--- src/rtl/pipeline_stall_sequencer.sv ---
// Pipeline stall sequencer for the 5-stage MIPS core.
// Turns load-use stall, taken-branch and data-memory handshake events into
// per-stage register enables and bubble/flush injects. It also tracks a
// memory-wait timeout and a halted state, and keeps saturating performance
// counters.
module pipeline_stall_sequencer #(
  parameter int CNT_W       = 16,
  parameter int MEM_TIMEOUT = 64
) (
  input  logic             clock,
  input  logic             reset_n,
  input  logic             w_stall,
  input  logic             w_branch_taken,
  input  logic             w_dmem_req,
  input  logic             w_dmem_ready,
  input  logic             w_halt,
  output logic             w_pc_en,
  output logic             w_fd_en,
  output logic             w_de_en,
  output logic             w_em_en,
  output logic             w_mw_en,
  output logic             w_fd_flush,
  output logic             w_de_bubble,
  output logic             w_mw_bubble,
  output logic             w_mem_err,
  output logic [1:0]       w_state,
  output logic [CNT_W-1:0] w_stall_cnt,
  output logic [CNT_W-1:0] w_wait_cnt,
  output logic [CNT_W-1:0] w_flush_cnt
);

  typedef enum logic [1:0] {
    ST_RUN      = 2'b00,
    ST_MEM_WAIT = 2'b01,
    ST_HALTED   = 2'b10
  } state_e;

  localparam int              TMO_W    = $clog2(MEM_TIMEOUT + 1);
  localparam logic [TMO_W-1:0] TMO_LAST = TMO_W'(MEM_TIMEOUT - 1);
  localparam logic [TMO_W-1:0] TMO_ONE  = TMO_W'(1);
  localparam logic [TMO_W-1:0] TMO_ZERO = TMO_W'(0);
  localparam logic [CNT_W-1:0] CNT_MAX  = {CNT_W{1'b1}};
  localparam logic [CNT_W-1:0] CNT_ZERO = {CNT_W{1'b0}};

  // Saturating increment: a counter sitting at all-ones stays there.
  function automatic logic [CNT_W-1:0] sat_inc(input logic [CNT_W-1:0] v);
    logic [CNT_W-1:0] r;
    if (v == CNT_MAX) begin
      r = v;
    end else begin
      r = v + CNT_W'(1);
    end
    return r;
  endfunction

  state_e           state_q, state_d;
  logic             shadow_q, shadow_d;
  logic [TMO_W-1:0] tmo_q, tmo_d;
  logic             mem_err_q, mem_err_d;
  logic [CNT_W-1:0] stall_cnt_q, stall_cnt_d;
  logic [CNT_W-1:0] wait_cnt_q, wait_cnt_d;
  logic [CNT_W-1:0] flush_cnt_q, flush_cnt_d;

  logic stall_inc_s, wait_inc_s, flush_inc_s;
  logic run_dec_s;
  logic mem_wait_s;

  // While reset is held, every input reads as 0 so the outputs show the idle RUN decode.
  logic stall_s, branch_s, req_s, ready_s, halt_s;
  assign stall_s  = w_stall        & reset_n;
  assign branch_s = w_branch_taken & reset_n;
  assign req_s    = w_dmem_req     & reset_n;
  assign ready_s  = w_dmem_ready   & reset_n;
  assign halt_s   = w_halt         & reset_n;
  assign mem_wait_s = req_s & ~ready_s;

  // Next-state and Mealy output decode; RUN rules 2-4 are shared with the MEM_WAIT ready cycle.
  always_comb begin
    state_d     = state_q;
    shadow_d    = shadow_q;
    tmo_d       = tmo_q;
    mem_err_d   = mem_err_q;
    stall_inc_s = 1'b0;
    wait_inc_s  = 1'b0;
    flush_inc_s = 1'b0;
    run_dec_s   = 1'b0;
    w_pc_en     = 1'b1;
    w_fd_en     = 1'b1;
    w_de_en     = 1'b1;
    w_em_en     = 1'b1;
    w_mw_en     = 1'b1;
    w_fd_flush  = 1'b0;
    w_de_bubble = 1'b0;
    w_mw_bubble = 1'b0;

    case (state_q)
      ST_RUN: begin
        if (mem_wait_s) begin
          {w_pc_en, w_fd_en, w_de_en, w_em_en, w_mw_en} = 5'b00000;
          w_mw_bubble = 1'b1;
          wait_inc_s  = 1'b1;
          tmo_d       = TMO_ONE;
          state_d     = ST_MEM_WAIT;
        end else begin
          run_dec_s = 1'b1;
          if (halt_s) begin
            state_d = ST_HALTED;
          end else begin
            state_d = ST_RUN;
          end
        end
      end
      ST_MEM_WAIT: begin
        if (!ready_s) begin
          {w_pc_en, w_fd_en, w_de_en, w_em_en, w_mw_en} = 5'b00000;
          w_mw_bubble = 1'b1;
          wait_inc_s  = 1'b1;
          tmo_d       = tmo_q + TMO_ONE;
          if (tmo_q == TMO_LAST) begin
            mem_err_d = 1'b1;
            state_d   = ST_HALTED;
          end else begin
            state_d   = ST_MEM_WAIT;
          end
        end else begin
          run_dec_s = 1'b1;
          tmo_d     = TMO_ZERO;
          state_d   = ST_RUN;
        end
      end
      ST_HALTED: begin
        {w_pc_en, w_fd_en, w_de_en, w_em_en, w_mw_en} = 5'b00000;
        w_mw_bubble = 1'b1;
        state_d     = ST_HALTED;
      end
      default: begin
        // Unreachable encoding: freeze the pipeline and park in HALTED.
        {w_pc_en, w_fd_en, w_de_en, w_em_en, w_mw_en} = 5'b00000;
        w_mw_bubble = 1'b1;
        state_d     = ST_HALTED;
      end
    endcase

    if (run_dec_s) begin
      if (branch_s) begin
        w_fd_flush  = 1'b1;
        w_de_bubble = 1'b1;
        flush_inc_s = 1'b1;
        shadow_d    = 1'b1;
      end else if (stall_s && !shadow_q) begin
        // ID holds a real dependent instruction: freeze PC and IF/ID, bubble EX.
        w_pc_en     = 1'b0;
        w_fd_en     = 1'b0;
        w_de_bubble = 1'b1;
        stall_inc_s = 1'b1;
      end else begin
        // Pipeline advances; ID no longer holds the flushed slot.
        shadow_d = 1'b0;
      end
    end else begin
      shadow_d = shadow_q;
    end
  end

  // Counter next values; at most one increment flag is ever raised per cycle.
  always_comb begin
    stall_cnt_d = stall_inc_s ? sat_inc(stall_cnt_q) : stall_cnt_q;
    wait_cnt_d  = wait_inc_s  ? sat_inc(wait_cnt_q)  : wait_cnt_q;
    flush_cnt_d = flush_inc_s ? sat_inc(flush_cnt_q) : flush_cnt_q;
  end

  // State, shadow, timeout, error flag and counter registers.
  always_ff @(posedge clock or negedge reset_n) begin
    if (!reset_n) begin
      state_q     <= ST_RUN;
      shadow_q    <= 1'b0;
      tmo_q       <= TMO_ZERO;
      mem_err_q   <= 1'b0;
      stall_cnt_q <= CNT_ZERO;
      wait_cnt_q  <= CNT_ZERO;
      flush_cnt_q <= CNT_ZERO;
    end else begin
      state_q     <= state_d;
      shadow_q    <= shadow_d;
      tmo_q       <= tmo_d;
      mem_err_q   <= mem_err_d;
      stall_cnt_q <= stall_cnt_d;
      wait_cnt_q  <= wait_cnt_d;
      flush_cnt_q <= flush_cnt_d;
    end
  end

  assign w_state     = state_q;
  assign w_mem_err   = mem_err_q;
  assign w_stall_cnt = stall_cnt_q;
  assign w_wait_cnt  = wait_cnt_q;
  assign w_flush_cnt = flush_cnt_q;

endmodule

--- config.mk ---
export PLATFORM = sky130hd
export DESIGN_NAME = pipeline_stall_sequencer
export DESIGN_NICKNAME = d
export VERILOG_FILES = /design/src/rtl/pipeline_stall_sequencer.sv
export SDC_FILE = /design/constraint.sdc
export NUM_CORES = 1
export LEC_CHECK = 0
export BUFFER_PORTS_ARGS = -buffer_cell sky130_fd_sc_hd__buf_2
export CORE_MARGIN = 5
export CORE_UTILIZATION = 39
export DETAILED_ROUTE_END_ITERATION = 6
export SLEW_MARGIN = 20
export SYNTH_ARGS = -nofsm -noshare
export SYNTH_HDL_FRONTEND = slang
export SYNTH_SLANG_ARGS = --single-unit
--- constraint.sdc ---
create_clock -name clock -period 4.4 [get_ports clock]
set_input_delay 0.66 -clock clock [delete_from_list [all_inputs] [get_ports clock]]
set_output_delay 0.66 -clock clock [all_outputs]
set_load 0.01 [all_outputs]
Word level (Yosys, flattened, before mapping)
Index checks and enable logic that the tools add are counted.
{"block": "op_classes", "addsub": 4, "eq_ne": 7, "muxes": 27, "bitwise_logic": 10, "reduce_logical": 10}
{"op": "$add 16x1->16 const B", "count": 3}
{"op": "$eq 16x16->1 const B", "count": 3}
{"op": "$mux 1", "count": 16}
{"op": "$mux 7", "count": 2}
{"op": "$pmux 7 s2", "count": 1}
{"op": "$reduce_and 2->1", "count": 5}
{"op": "$mux 2", "count": 4}
{"op": "$add 7x1->7 const B", "count": 1}
{"op": "$eq 7x6->1 const B", "count": 1}
{"op": "$and 1x1->1", "count": 6}
{"op": "$pmux 1 s2", "count": 3}
{"op": "$ne 2x2->1 const B", "count": 2}
{"op": "$not 1->1", "count": 4}
{"op": "$pmux 2 s2", "count": 1}
{"op": "$reduce_and 3->1", "count": 1}
{"op": "$eq 2x1->1 const B", "count": 1}
{"op": "$logic_not 2->1", "count": 1}
{"op": "$reduce_bool 2->1", "count": 1}
{"op": "$logic_and 1x1->1", "count": 1}
{"op": "$logic_not 1->1", "count": 1}
{"block": "totals", "register_bits": 59, "input_bits": 7, "output_inout_bits": 59, "wordCells": 65}

Logic depth before layout (Yosys ltp)
Gate-level depths: netlist (run 1).
{"block": "depth", "ltp_word": 7, "ltp_mapped": 7, "mapped_depth_nobuf": 6}

Worst setup path after synthesis (run 1)
Ideal clock, no wire load.
{"block": "synth_path", "path_type": "input -> output", "start": "input w_dmem_req", "end": "output w_pc_en", "arrival_time_ns": 1.584, "required_time_ns": 3.740, "slack_ns": 2.156, "stages": 5, "path_cell_list": "a21o_1 a21o_1 inv_1 and2_1 buf_4"}
{"block": "synth_via", "elab_chain_cells": 5}
{"item": "start, declared", "line_no": "14", "source": "input logic w_dmem_req,"}
{"item": "$and 1x1->1", "line_no": "72", "source": "assign req_s = w_dmem_req & reset_n;"}
{"item": "$and 1x1->1", "line_no": "75", "source": "assign mem_wait_s = req_s & ~ready_s;"}
{"item": "$mux 1"}
{"item": "$pmux 1 s2"}
{"item": "named net w_de_en", "line_no": "19", "source": "output logic w_de_en,"}
{"item": "$mux 1", "line_no": "144", "source": "if (run_dec_s) begin"}
{"item": "end, declared", "line_no": "17", "source": "output logic w_pc_en,"}
The timed path passes the listed nets, and every way through them passes these cells.

Worst setup path in the final report (run 1)
{"block": "layout_path", "start": "input reset_n", "end": "output w_de_bubble"}
{"block": "layout_via", "elab_chain_cells": 6, "elab_cells_between_ends": 13}
{"item": "start, declared", "line_no": "11", "source": "input logic reset_n,"}
{"item": "$and 1x1->1", "line_no": "73", "source": "assign ready_s = w_dmem_ready & reset_n;"}
{"item": "$not 1->1 (no source line)"}
{"item": "$and 1x1->1", "line_no": "75"}
{"item": "$mux 1", "line_no": "98", "source": "if (mem_wait_s) begin"}
{"item": "$pmux 1 s2", "line_no": "96", "source": "case (state_q)"}
{"item": "$mux 1 (*)", "line_no": "144"}
{"item": "end, declared", "line_no": "23", "source": "output logic w_de_bubble,"}
Every way passes the cells marked *; elsewhere a longest branch is shown, timed or not.

==> impl_metrics.env, run 1 <==
export IMPL_drive_gt1_share_pct=27.6
export IMPL_grt_pass1_wl_mm=10.9
export IMPL_holdWs_ns=0.332
export IMPL_post_cts_setup_buffers=0
export IMPL_core_area_um2=7210
export IMPL_seq_area_frac_synth_pct=51.3
export IMPL_cts_buffer_depth=2
export IMPL_io_buffers=65
export IMPL_slew_headroom_pct=59.8
export IMPL_timing_fmax_ghz=0.366
export IMPL_cp_end_kind="output pin"
export IMPL_cap_violations=0
export IMPL_nFillCells=713
export IMPL_cp_arrival_ns=2.07
export IMPL_wl_met1_mm=2.93
export IMPL_area_delta_synth_final_pct=21.7
export IMPL_grt_max_degree=28
export IMPL_clk_latency_ns=0.34
export IMPL_min_period_over_period_pct=62.0
export IMPL_regArea_um2=1480
export IMPL_min_path_type="in -> async"
export IMPL_outcome="finished clean"
export IMPL_async_flop_share_pct=100
export IMPL_io_pins=66
export IMPL_ys_top_cells_by_area="dfrtp_1, xnor2_1, xor2_1"
export IMPL_start_util_pct=39.9
export IMPL_numCtsBuffers=9
export IMPL_die_area_um2=9190
export IMPL_first_global_vias=2272
export IMPL_hold_buffers=0
export IMPL_wl_met3_um=366
export IMPL_drt_iter0_drc=89
export IMPL_antenna_found_initial=0
export IMPL_drv_slew=0
export IMPL_synth_edf_count=0
export IMPL_synth_top_cell_by_area="dfrtp_1"
export IMPL_drtPass1Iterations=4
export IMPL_multi_input_area_um2=1350
export IMPL_required_ns=3.74
export IMPL_slowest_delay_ns=0.47
export IMPL_gp_congestion=0.796
export IMPL_path_max_fanout=27
export IMPL_skew_ns=0.0111
export IMPL_vias=2341
export IMPL_finalHoldViolCount=0
export IMPL_power_density_nw_per_um2=318
export IMPL_vias_per_cell=5.16
export IMPL_rows=31
export IMPL_die_w_um=95.9
export IMPL_syn_num_nets=287
export IMPL_synth_top_area_share_pct=51.3
export IMPL_diodes=0
export IMPL_r2r_start="w_stall_cnt[0]"
export IMPL_tightest_slew_ns=0.603
export IMPL_maxUsedRoutingLayer="met4"
export IMPL_wl_mm=6.47
export IMPL_dp_hpwl_mm=4.78
export IMPL_route_detailed_drc=0
export IMPL_synth_main_ff_cell="dfrtp_1"
export IMPL_ys_types=39
export IMPL_startpoint_type="input port"
export IMPL_clkTransAtPathRegs_ns=0.07
export IMPL_die_h_um=95.9
export IMPL_wl_met2_mm=3.06
export IMPL_track_usage_pct=15.2
export IMPL_crit_path_start="reset_n"
export IMPL_synth_cells=276
export IMPL_finalSetupViolations=0
export IMPL_critPathKind="in -> out"
export IMPL_finalNetCount=361
export IMPL_cpMostUsedCell="buf_2"
export IMPL_cts_tree="done"
export IMPL_syn_avg_cell_area_um2=10.4
export IMPL_ys_ff_latch=59
export IMPL_period_needed_ns=2.73
export IMPL_wl_per_cell_um=14.2
export IMPL_tns_ns=0
export IMPL_postCtsResizedCells=0
export IMPL_ys_warn_count=0
export IMPL_ant_nets=0
export IMPL_htreeDepth=3
export IMPL_rsz0062_at_grt="no"
export IMPL_overflow=0
export IMPL_clock_sinks=59
export IMPL_cts_root_buf="clkbuf_8"
export IMPL_syn_area_um2=2880
export IMPL_worst_path_max_delay_cell="buf_2"
export IMPL_path_cells="buf_2 > nand2_1 > a21o_1 > o31ai_1 > buf_2"
export IMPL_total_leakage_power_nw=1.74
export IMPL_peakVddDrop_mv=0.185
[through the flow]
stage               total power [mW]  area [µm²]  setup slack, ns  instances  util [%]
floorplan                      0.607        2880             2.16        276         -
global route                    1.16        3500             1.48        454      48.5
detailed placement             0.641        3310             1.54        438      45.8
CTS                             1.13        3500             1.62        454      48.5
finish                          1.11        3500             1.67        454      48.5
global placement               0.640        3310             1.61        438      45.8
[metal layers]
| layer | vias up | global-route usage [%] |
|---|---|---|
| li1 | 1129 | - |
| met3 | 8 | 4.38 |
| met1 | 1139 | 20.0 |
| met2 | 65 | 23.3 |
| met4 | 0 | 6.64 |
| met5 | - | 0 |
[worst paths after layout]
check                                 end  slack [ns]  cells after the start
max in group asynchronous  w_flush_cnt[3]        3.02                      3
min reg2reg                     w_mem_err        0.47                      1
max                           w_de_bubble        1.67                      5
max reg2reg                w_stall_cnt[1]        2.28                      5
min                              tmo_q[2]        0.33                      1
min in group clock              w_mem_err        0.47                      1
[Yosys cell counts (6+ instances only)]
library cell	instances
and3_1	8
dfrtp_1	59
mux2_2	7
nand2_1	28
nand3_1	18
nand4_1	18
nor2_1	16
nor3_1	10
nor4_1	6
o21ai_0	9
xnor2_1	21
xor2_1	19
[sequential cells by signal, summed over array words and instances, names as in the netlist]
register     flops
w_state          2
w_wait_cnt      16
w_stall_cnt     16
shadow_q         1
tmo_q            7
w_mem_err        1
w_flush_cnt     16
[kinds of logic (layout without fill, tap and decap cells)]
kind of cell	Yosys count	after routing	synth area share, %
buffers and inverters	9	88	1.83
multiplexers	7	7	2.74
XOR/XNOR	40	40	12.2
AND/OR/NAND/NOR	131	131	24.4
flip-flops	59	59	51.3
AO/OA/AOI/OAI	26	26	5.74
adder cells (fa/ha/maj)	4	4	1.74
[area by class of cell]
cell class              instances  area share [%]
well taps                      99            3.54
repair buffers                 67            9.72
inverters                       5           0.536
flip-flops and latches         59            42.2
clock inverters                 7            1.97
multi-input cells             208            38.5
clock buffers                   9            3.54
[placed cells by master (no fill, tap or decap), types with 2 or more instances in the layout]
cell,synthesis,routed
nand3b_1,2,2
o21ai_0,9,9
nand4_1,18,18
clkbuf_8,0,9
o31ai_1,3,3
a21oi_1,5,5
or2_2,4,4
buf_2,0,65
ha_1,4,4
nand3_1,18,18
nor3_1,10,10
mux2_2,7,7
nor4_1,6,6
nor4b_1,2,2
and2_1,3,3
nand2_1,28,28
dfrtp_1,59,59
nor2b_1,2,2
clkinv_2,0,3
and3_1,8,8
nand2b_1,5,5
buf_4,3,2
nor2_1,16,16
a21o_1,2,2
xnor2_1,21,21
inv_1,5,5
clkinvlp_4,0,2
xor2_1,19,19
or3_1,3,3
[power breakdown]
group          internal (mW)  total, mW  switching [mW]  leakage, nW
combinational         0.0222     0.0552          0.0330        0.862
sequential             0.557      0.575          0.0179        0.788
clock                  0.259      0.482           0.223       0.0950
total                  0.839       1.11           0.273         1.74
[worst max-delay path: cells and delay by family]
kind                   cells  cell delay (ns)
and+or+nand+nor            1             0.28
buffers and inverters      2             0.63
AOI/OAI and AO/OA          2             0.49
No activity file was read; power rests on OpenSTA's default activity.
==> inputs of run 2 (changes only) <==
==> constraint.sdc (replaced) <==
create_clock -name clock -period 2.7 [get_ports clock]
set_input_delay 0.405 -clock clock [delete_from_list [all_inputs] [get_ports clock]]
set_output_delay 0.405 -clock clock [all_outputs]
set_load 0.01 [all_outputs]
==> run 2 against run 1 <==
Combinational power is 64% higher. Wire length decreased by 1.5%. Largest cell class unchanged. Critical path type unchanged. Sequential power grew 63%. Sequential cell count unchanged. Critical endpoint unchanged.
==> impl_metrics.env, run 2 (synthesis results as in run 1) <==
export IMPL_wl_per_cell_um=14.0
export IMPL_finalNetCount=362
export IMPL_multi_input_area_um2=1350
export IMPL_drt_iter0_drc=31
export IMPL_grt_use_met1_pct=19.7
export IMPL_slew_headroom_pct=64.6
export IMPL_cts_root_buf="clkbuf_8"
export IMPL_rows=31
export IMPL_crit_family="buffers and inverters"
export IMPL_regArea_um2=1480
export IMPL_antenna_found_initial=0
export IMPL_use_met2_pct=24.0
export IMPL_vias_per_cell=5.07
export IMPL_drive_gt1_share_pct=27.2
export IMPL_peakVddDrop_mv=0.255
export IMPL_start_util_pct=39.9
export IMPL_tns_ns=0
export IMPL_switchingPower_mw=0.425
export IMPL_core_area_um2=7210
export IMPL_first_global_vias=2312
export IMPL_vias=2307
export IMPL_die_h_um=95.9
export IMPL_grt_use_met3_pct=4.07
export IMPL_route_detailed_drc=0
export IMPL_drtPass1Iterations=4
export IMPL_ant_nets=0
export IMPL_die_w_um=95.9
export IMPL_path_max_fanout=10
export IMPL_diodes=0
export IMPL_cts_buffer_depth=2
export IMPL_clkPwrFrac_pct=48.8
export IMPL_numCtsBuffers=9
export IMPL_finalSetupViolations=0
export IMPL_grt_max_degree=42
export IMPL_top_usage_layer="met2"
export IMPL_critPathKind="in -> out"
export IMPL_layout_common_cells="buf_2, dfrtp_1, nand2_1, xnor2_1, xor2_1"
export IMPL_dp_hpwl_mm=4.75
export IMPL_total_leakage_power_nw=1.78
export IMPL_rsz0062_at_grt="no"
export IMPL_critPathBufInv=3
export IMPL_worst_path_max_delay_cell="dlygate4sd3_1"
export IMPL_timing_fmax_ghz=0.398
export IMPL_cts_tree="done"
export IMPL_wl_mm=6.37
export IMPL_clock_sinks=59
export IMPL_gp_congestion=0.787
export IMPL_die_area_um2=9190
export IMPL_area_delta_synth_final_pct=23.7
export IMPL_cap_violations=0
export IMPL_nFillCells=711
export IMPL_drv_slew=0
export IMPL_finalHoldViolCount=0
export IMPL_postCtsResizedCells=0
export IMPL_final_common_cell="buf_2"
export IMPL_clk_latency_ns=0.33
export IMPL_combPwrFrac_pct=4.5
export IMPL_startpoint_type="input port"
export IMPL_tightest_slew_ns=0.531
export IMPL_grt_pass1_wl_mm=10.9
export IMPL_io_buffers=65
export IMPL_min_path_type="in -> reg"
export IMPL_required_ns=2.30
export IMPL_cp_arrival_ns=2.11
export IMPL_min_period_over_period_pct=93.1
export IMPL_io_pins=66
export IMPL_overflow=0
export IMPL_power_density_nw_per_um2=564
export IMPL_cpMostUsedCell="buf_2"
export IMPL_clkTransAtPathRegs_ns=0.06
export IMPL_p_int_mw=1.58
export IMPL_hold_buffers=1
export IMPL_path_cells="dlygate4sd3_1 > buf_2 > nand2_1 > a21o_1 > o31ai_1 > buf_2"
export IMPL_post_cts_setup_buffers=0
export IMPL_track_usage_pct=15.3
export IMPL_outcome="finished clean"
export IMPL_cp_end_kind="output pin"
export IMPL_slowest_delay_ns=0.52
export IMPL_htreeDepth=3
export IMPL_final_core_util_pct=49.3
export IMPL_period_needed_ns=2.51
export IMPL_skew_ns=0.0100
export IMPL_swShare_pct=21.2
export IMPL_power_frac_seq_pct=46.7
==> run 2: power groups by stage <==
| stage | combinational [mW] | clock (mW) | sequential [mW] |
|---|---|---|---|
| after floorplan | 0.0329 | 0 | 0.956 |
| after global placement | 0.0910 | 0 | 0.952 |
| after detailed placement | 0.0920 | 0 | 0.953 |
| after CTS | 0.0936 | 1.01 | 0.937 |
| after global routing | 0.105 | 1.04 | 0.941 |
| final | 0.0906 | 0.978 | 0.937 |
==> run 2: worst reg2reg max path, cell delays in order, from the launching register on <==
cell and delay (ns):
dfrtp_1 0.40, ha_1 0.22, nand4_1 0.14, or2_1 0.29, o21ai_2 0.44, mux2_2 0.39
==> run 2: metal layers <==
layer | part of all wire [%] | vias to the layer above
met4 | 1.7 | 0
met1 | 46 | 1128
met5 | 0 | -
li1 | - | 1128
met2 | 47 | 42
met3 | 5.0 | 9
==> run 2: worst paths after layout <==
path / cells after the start / startpoint / endpoint / slack, ns
worst max-delay path: 6 / reset_n / w_de_bubble / 0.19
worst min register to register: 1 / w_mem_err / w_mem_err / 0.46
worst min-delay path: 4 / w_halt / w_state[1] / 0.41
worst max register to register: 5 / w_stall_cnt[0] / w_stall_cnt[1] / 0.71
min in group asynchronous: 2 / reset_n / w_state[0] / 0.46
max in group asynchronous: 3 / reset_n / w_flush_cnt[5] / 1.47
==> run 2: layout make-up <==
cell class | instances | area share, %
flip-flops and latches | 59 | 41.5
multi-input cells | 208 | 37.9
repair buffers | 68 | 9.85
clock buffers | 11 | 3.97
well taps | 99 | 3.48
clock inverters | 5 | 2.81
inverters | 5 | 0.527
==> run 2: metrics by stage <==
| stage | area [µm²] | hold slack (ns) | std cells | total power [mW] | setup WS (ns) |
|---|---|---|---|---|---|
| 6_report | 3560 | 0.407 | 455 | 2.01 | 0.186 |
| 4_1_cts | 3560 | 0.400 | 455 | 2.04 | 0.156 |
| 3_3_place_gp | 3310 | 0.246 | 438 | 1.04 | 0.720 |
| 2_1_floorplan | 2880 | 0.109 | 276 | 0.988 | 0.913 |
| 3_5_place_dp | 3310 | 0.251 | 438 | 1.05 | 0.719 |
| 5_1_grt | 3560 | 0.421 | 455 | 2.09 | 0.0501 |
==> inputs of run 3 (changes only) <==
--- a/config.mk
+++ b/config.mk
@@ -6,7 +6,7 @@
 export NUM_CORES = 1
 export LEC_CHECK = 0
 export BUFFER_PORTS_ARGS = -buffer_cell sky130_fd_sc_hd__buf_2
-export CORE_MARGIN = 5
+export CORE_MARGIN = 1.5
 export CORE_UTILIZATION = 39
 export DETAILED_ROUTE_END_ITERATION = 6
 export SLEW_MARGIN = 20
==> run 3 against run 2 <==
Global-route usage up 1.6 points. Critical path type unchanged. Highest routed layer unchanged. Clock power down 7.5%. Core utilization barely moved.
==> impl_metrics.env, run 3 (synthesis results as in run 1) <==
export IMPL_min_path_type="in -> reg"
export IMPL_power_frac_seq_pct=48.6
export IMPL_layout_common_cells="buf_2, dfrtp_1, nand2_1, xnor2_1, xor2_1"
export IMPL_finalHoldViolCount=0
export IMPL_cp_arrival_ns=2.05
export IMPL_dp_hpwl_mm=4.46
export IMPL_multi_input_area_um2=1350
export IMPL_slew_headroom_pct=67.0
export IMPL_grt_pass1_wl_mm=10.0
export IMPL_nFillCells=697
export IMPL_required_ns=2.30
export IMPL_r2r_slack_ns=0.73
export IMPL_core_area_um2=7180
export IMPL_min_path_cells=4
export IMPL_antenna_found_initial=0
export IMPL_clkPwrFrac_pct=46.9
export IMPL_timing_fmax_ghz=0.407
export IMPL_clock_sinks=59
export IMPL_finalSetupViolations=0
export IMPL_cap_violations=0
export IMPL_numCtsBuffers=9
export IMPL_vias_per_cell=5.04
export IMPL_rows=31
export IMPL_startpoint_type="input port"
export IMPL_combPwrFrac_pct=4.5
export IMPL_area_delta_synth_final_pct=22.9
export IMPL_gp_congestion=0.798
export IMPL_ant_nets=0
export IMPL_p_int_mw=1.49
export IMPL_die_area_um2=7900
export IMPL_setup_ws_ns=0.242
export IMPL_cp_end_kind="output pin"
export IMPL_dpl_instance_area_um2=3310
export IMPL_path_max_fanout=12
export IMPL_die_w_um=88.9
export IMPL_skew_ns=0.0111
export IMPL_wl_mm=6.13
export IMPL_drt_iter0_drc=72
export IMPL_critPathKind="in -> out"
export IMPL_start_util_pct=40.1
export IMPL_period_needed_ns=2.46
export IMPL_finalNetCount=362
export IMPL_first_global_vias=2122
export IMPL_rsz0062_at_grt="no"
export IMPL_total_leakage_power_nw=1.76
export IMPL_overflow=0
export IMPL_drv_slew=0
export IMPL_cts_buffer_depth=2
export IMPL_io_pins=66
export IMPL_io_buffers=65
export IMPL_r2r_cells=5
export IMPL_swShare_pct=22.8
export IMPL_clk_latency_ns=0.35
export IMPL_dp_slack_ns=0.683
export IMPL_final_common_cell="buf_2"
export IMPL_clkTransAtPathRegs_ns=0.06
export IMPL_htreeDepth=3
export IMPL_tns_ns=0
export IMPL_diodes=0
export IMPL_min_period_over_period_pct=91.0
export IMPL_switchingPower_mw=0.440
export IMPL_grt_max_degree=40
export IMPL_wl_per_cell_um=13.5
export IMPL_worstHoldStart="w_halt"
export IMPL_tightest_slew_ns=0.495
export IMPL_drtPass1Iterations=4
export IMPL_route_detailed_drc=0
export IMPL_postLayoutCellArea_um2=3540
export IMPL_power_density_nw_per_um2=546
export IMPL_track_usage_pct=16.9
export IMPL_r2r_start="w_stall_cnt[0]"
export IMPL_cts_tree="done"
export IMPL_peakVddDrop_mv=0.212
export IMPL_die_h_um=88.9
export IMPL_cts_root_buf="clkbuf_8"
export IMPL_drive_gt1_share_pct=27.0
export IMPL_vias=2295
export IMPL_hold_end="w_state[1]"
export IMPL_post_cts_setup_buffers=0
export IMPL_outcome="finished clean"
export IMPL_regArea_um2=1480
export IMPL_r2r_end="w_stall_cnt[1]"
==> run 3: power groups by stage <==
stage | sequential, mW | combinational (mW) | clock (mW)
after floorplan | 0.956 | 0.0329 | 0
after detailed placement | 0.954 | 0.0893 | 0
after CTS | 0.938 | 0.0910 | 0.916
final | 0.938 | 0.0876 | 0.905
after global placement | 0.953 | 0.0883 | 0
after global routing | 0.942 | 0.102 | 0.973
==> run 3: worst max-delay path, stage by stage <==
cell,delay (ns)
dlygate4sd3_1,0.52
buf_2,0.25
nand2_1,0.19
a21o_1,0.25
o31ai_1,0.24
buf_2,0.18
==> run 3: worst max path at each step <==
stage	to	startpoint	depth (start not counted)
finish	w_de_bubble	reset_n	6
global route	w_de_bubble	reset_n	6
CTS	w_de_bubble	reset_n	6
detailed placement	w_stall_cnt[12]	reset_n	6
global placement	w_stall_cnt[12]	reset_n	6
floorplan	w_pc_en	w_state[0]	5
==> run 3: timing repair <==
item,CTS,global route
hold buffers,1,0
gates resized for setup,0,0
hold endpoints to repair,4,0
setup endpoints to repair,0,0
==> run 3: metal layers <==
| layer | GRT usage [%] | part of all wire [%] | up-vias |
|---|---|---|---|
| li1 | - | - | 1136 |
| met1 | 22.8 | 47 | 1095 |
| met2 | 24.3 | 44 | 56 |
| met3 | 6.53 | 7.1 | 8 |
| met4 | 6.82 | 1.4 | 0 |
| met5 | 0 | 0 | - |
==> run 3: final cells by class <==
cell class / instances / share of cell area [%]
inverters: 5 / 0.531
clock buffers: 12 / 4.10
well taps: 99 / 3.50
clock inverters: 4 / 2.09
flip-flops and latches: 59 / 41.8
multi-input cells: 208 / 38.1
repair buffers: 68 / 9.91
==> run 3: per-stage QoR <==
step	util, %	hold slack (ns)	power (mW)	instances
after CTS	49.3	0.395	1.94	455
after global routing	49.3	0.420	2.02	455
final	49.3	0.387	1.93	455
after floorplan	-	0.109	0.988	276
after detailed placement	46.1	0.279	1.04	438
after global placement	46.1	0.275	1.04	438
